===== config.mk =====
export PLATFORM = sky130hd
export DESIGN_NAME = io_timer
export DESIGN_NICKNAME = d
export VERILOG_FILES = /design/src/rtl/io_timer.sv
export SDC_FILE = /design/constraint.sdc
export NUM_CORES = 1
export LEC_CHECK = 0
export CAP_MARGIN = 20
export CORE_ASPECT_RATIO = 1.4
export CORE_MARGIN = 3
export CORE_UTILIZATION = 35
export CTS_CLUSTER_SIZE = 16
export DETAILED_ROUTE_END_ITERATION = 6
export PLACE_DENSITY = 0.58
export SLEW_MARGIN = 20
export SYNTH_ARGS = -nofsm -noshare
export SYNTH_HDL_FRONTEND = slang
export SYNTH_SLANG_ARGS = --single-unit

===== constraint.sdc =====
create_clock -name clk -period 6.6 [get_ports clk]
set_input_delay 1.32 -clock clk [delete_from_list [all_inputs] [get_ports clk]]
set_output_delay 1.32 -clock clk [all_outputs]
set_load 0.01 [all_outputs]

===== src/rtl/io_timer.sv =====
// io_timer: 8-bit prescaled timer with reload, compare match and level irq on the IO bus
//   clk          system clock
//   reset        asynchronous active-low reset
//   pause        core stall: freezes io_readdata and blocks register writes
//   io_readaddr  {bank, offset} read address; io_readdata valid one cycle later
//   io_writeaddr {bank, offset} write address, io_writedata data, io_write_en strobe
//   irq          (OVF & OVF_IE) | (CMP & CMP_IE)
module io_timer #(
  parameter logic [1:0] BANK     = 2'd0,
  parameter int         PS_WIDTH = 8
) (
  input  logic       clk,
  input  logic       reset,
  input  logic       pause,
  input  logic [4:0] io_readaddr,
  output logic [7:0] io_readdata,
  input  logic [4:0] io_writeaddr,
  input  logic [7:0] io_writedata,
  input  logic       io_write_en,
  output logic       irq
);
  logic                r_en, r_oneshot, r_ovf_ie, r_cmp_ie, r_ovf, r_cmpf;
  logic [2:0]          r_ps;
  logic [7:0]          r_count, r_reload, r_cmp, r_rdata;
  logic [PS_WIDTH-1:0] r_pre;
  logic                w_we, w_wcon, w_wcnt, w_wrel, w_wcmp, w_wstat;
  logic                w_tick, w_adv, w_wrap, w_ovf_set, w_cmp_set;
  logic [PS_WIDTH-1:0] w_mask;
  logic [7:0]          w_next, w_rd;
  assign w_we    = io_write_en && !pause && io_writeaddr[4:3] == BANK;
  assign w_wcon  = w_we && io_writeaddr[2:0] == 3'd0;
  assign w_wcnt  = w_we && io_writeaddr[2:0] == 3'd1;
  assign w_wrel  = w_we && io_writeaddr[2:0] == 3'd2;
  assign w_wcmp  = w_we && io_writeaddr[2:0] == 3'd3;
  assign w_wstat = w_we && io_writeaddr[2:0] == 3'd4;
  // low PS prescaler bits all ones; an empty mask (PS=0) ticks every cycle
  assign w_mask    = ~({PS_WIDTH{1'b1}} << r_ps);
  assign w_tick    = r_en && (r_pre & w_mask) == w_mask;
  // a CPU write to TCOUNT swallows a coincident tick entirely
  assign w_adv     = w_tick && !w_wcnt;
  assign w_wrap    = r_count == 8'hFF;
  assign w_next    = w_wrap ? r_reload : r_count + 8'd1;
  assign w_ovf_set = w_adv && w_wrap;
  assign w_cmp_set = w_adv && w_next == r_cmp;
  always_comb begin
    w_rd = 8'h00;
    if (io_readaddr[4:3] == BANK)
      w_rd = io_readaddr[2:0] == 3'd0 ? {1'b0, r_ps, r_cmp_ie, r_ovf_ie, r_oneshot, r_en} :
             io_readaddr[2:0] == 3'd1 ? r_count :
             io_readaddr[2:0] == 3'd2 ? r_reload :
             io_readaddr[2:0] == 3'd3 ? r_cmp :
             io_readaddr[2:0] == 3'd4 ? {6'd0, r_cmpf, r_ovf} : 8'h00;
  end
  always_ff @(posedge clk or negedge reset) begin
    if (!reset) begin
      {r_en, r_oneshot, r_ovf_ie, r_cmp_ie, r_ovf, r_cmpf} <= '0;
      r_ps     <= '0;
      r_count  <= '0;
      r_reload <= '0;
      r_cmp    <= '0;
      r_rdata  <= '0;
      r_pre    <= '0;
    end else begin
      if (!pause) r_rdata <= w_rd;
      r_pre <= (!r_en || w_wcon || w_wcnt) ? '0 : r_pre + 1'b1;
      if (w_wcon) {r_ps, r_cmp_ie, r_ovf_ie, r_oneshot, r_en} <= io_writedata[6:0];
      else if (w_ovf_set && r_oneshot) r_en <= 1'b0;
      if (w_wcnt) r_count <= io_writedata;
      else if (w_adv) r_count <= w_next;
      if (w_wrel) r_reload <= io_writedata;
      if (w_wcmp) r_cmp <= io_writedata;
      // a flag being set in the same cycle beats the write-1-to-clear
      r_ovf  <= (r_ovf & ~(w_wstat & io_writedata[0])) | w_ovf_set;
      r_cmpf <= (r_cmpf & ~(w_wstat & io_writedata[1])) | w_cmp_set;
    end
  end
  assign io_readdata = r_rdata;
  assign irq         = (r_ovf & r_ovf_ie) | (r_cmpf & r_cmp_ie);
endmodule


==> metrics <==
detailed placement HPWL=5.36 mm; vias per cell=5.67; Setup CP Type=in2reg; ys flop type=dfrtp_1; Hold Violations, Final=0; routed len/inst=18.1 um; post-route ant nets=0; Ports=31; layout cell share with drive strength beyond 1=14.3%; width of the chip=80.4 um; part of the power in the clock network=21.2%; first-pass GRT wire length=12.0 mm; drt drc=0; Combinational Power Share=29.8%; Synth Cell Area=2710 um^2; Achievable Freq=249 MHz; Seq pwr share=49.0%; Slew @ Worst Pin=0.916 ns; Final Cycle Share=60.9%; drt pass-1 iters=4; worst min path class=reg2reg; Yosys reg bits=48; CP Cell Sequence=clkdlybuf4s50_1, or4b_1, or2_4, nor3b_2, nand3b_1, nor3_1, a221o_1; fillers=727; unrepaired setup endpoints after global routing=false; core area=7450 um^2; area share of the largest cell type after synthesis=44.3%; Final setup viols=0; outcome=finished, final reports clean; pwr/cell area=267 nW/um^2; Post-CTS Setup Inserts=0; Net Sw Power=0.316 mW; dominant cells by area after synthesis=dfrtp_1, mux2_2, o21ai_0; Post-Route Setup TNS=0 ns; max-slew violations=0; Slew headroom=38.7%; Post-synth EDFFs=0; cts hold-fix bufs=0; slowest cell on the critical path=or4b_1; Port-buffer cells=30; GPL Wtd Cong=0.915; Total Wirelength=7.17 mm; Max FO, Critical Path=12; Pint=0.529 mW; post_cts resized=0; WP data arrival=4.21 ns; switch share=37.4%; crit end category=flop; Cell Rows=37; sequential fraction of the synthesis area=44.3%; root buf cell=clkbuf_8; commonest non-fill, non-tap cell in the layout=dfrtp_1; CP required=6.79 ns; minimum clock period=4.02 ns; Synth cell types=56; critical path launch point type=input pin; CTS tree=built; clk_lat worst skew=0.30 ns; Mapped Cells=273; Peak supply drop=0.000121 V; share of synthesized registers carrying an async set or reset=100%; Final nets=323; n_diodes=0; Vias=2252; total track usage=17.9%; clk sink count=48; largest net degree at the start of global routing=49; yosys warns=0; area leader, netlist=dfrtp_1; max incr delay on CP=0.62 ns; max_cap viols=0; most frequent cells in the layout=dfrtp_1, nand2_1, clkdlybuf4s50_1, o21ai_0, mux2_2; DR iter-0 viols=134; full die area=8850 um^2; Die Span Y=110 um; Final Skew=0.00388 ns; CTS max path bufs=2; Avg Inst Size Synth=9.93 um^2; Pleak=1.35 nW; antenna violations before repair=0; clock slew at reported path FFs=0.09 ns; Initial Utilization=36.4%; area growth from synthesis to layout=16.6%; worst hold slack=0.503 ns; syn nets=297; GRT overflow=0; Num CTS Buffers=5; vias in the first global route=2272; H-tree depth=2
## metrics by stage
step           worst slack (ns)  cell area, um^2  util (%)  power [mW]  instances
2_1_floorplan              3.58             2710         -       0.589        273
3_3_place_gp               2.32             3070      41.2       0.668        389
3_5_place_dp               2.28             3070      41.2       0.668        389
4_1_cts                    2.60             3160      42.4       0.849        397
5_1_grt                    2.37             3160      42.4       0.903        397
6_report                   2.58             3160      42.4       0.845        397
## state kept, by name, summed over array words and instances, names as in the netlist
| signal | flops |
|---|---|
| io_readdata | 8 |
| r_cmp | 8 |
| r_count | 8 |
| r_reload | 8 |
| r_pre | 7 |
| r_ps | 3 |
| r_cmp_ie | 1 |
| r_cmpf | 1 |
| r_en | 1 |
| r_oneshot | 1 |
| r_ovf | 1 |
| r_ovf_ie | 1 |
## synthesized netlist by cell type (all sizes together) (3+ instances only)
cell,n
xor2,4
a31oi,3
or3,3
nand2,31
buf,9
o221ai,5
nor3,6
nor2,16
inv,11
mux2,21
nand3,13
xnor2,6
a22o,4
and3,4
mux2i,9
dfrtp,48
nand2b,4
nand4,3
nor3b,3
a21oi,10
o21ai,26
## power groups by stage
stage,clock network [mW],registers (mW),logic [mW]
after floorplan,0,0.371,0.218
after global placement,0,0.417,0.251
after detailed placement,0,0.418,0.250
after CTS,0.184,0.412,0.252
after global routing,0.198,0.424,0.281
final,0.179,0.414,0.252
## worst paths after layout
path | from | to | slack, ns | depth (start not counted)
setup / recovery | pause | r_count[2] | 2.58 | 7
hold / removal | io_readdata[5] | io_readdata[5] | 0.50 | 2
setup reg to reg | r_count[0] | r_cmpf | 4.07 | 7
hold reg to reg | io_readdata[5] | io_readdata[5] | 0.50 | 2
max in group asynchronous | reset | r_count[7] | 5.17 | 1
min in group asynchronous | reset | r_cmp[2] | 1.02 | 1
## per-layer routing
| layer | GRT usage (%) | vias to the layer above | part of all wire (%) |
|---|---|---|---|
| met3 | 2.52 | 22 | 4.7 |
| met2 | 29.1 | 72 | 49 |
| met5 | 0 | - | 0 |
| met1 | 22.3 | 1108 | 40 |
| li1 | - | 1050 | - |
| met4 | 11.5 | 0 | 6.5 |
## worst max-delay path: cells and delay by family
| kind | cells | cell delay, ns |
|---|---|---|
| buffers and inverters | 1 | 0.57 |
| AND/OR/NAND/NOR | 5 | 2.04 |
| AO/OA/AOI/OAI | 1 | 0.27 |
## layout make-up
cell class	count	area [um^2]	share of cell area (%)
Tap cell	97	121	3.84
Sequential cell	48	1200	38.0
Multi-Input combinational cell	203	1410	44.7
Inverter	11	41.3	1.31
Timing Repair Buffer	30	298	9.42
Clock inverter	3	18.8	0.594
Clock buffer	5	68.8	2.18
## cells by family after synthesis
kind of cell | share of synthesized area (%)
muxes | 12.9
and+or+nand+nor | 18.5
AOI/OAI and AO/OA | 16.6
DFF | 44.3
xor gates and xnor gates | 3.23
adders and majority gates | 0.923
buffers and inverters | 3.60
(Power assumes the default switching activity.)
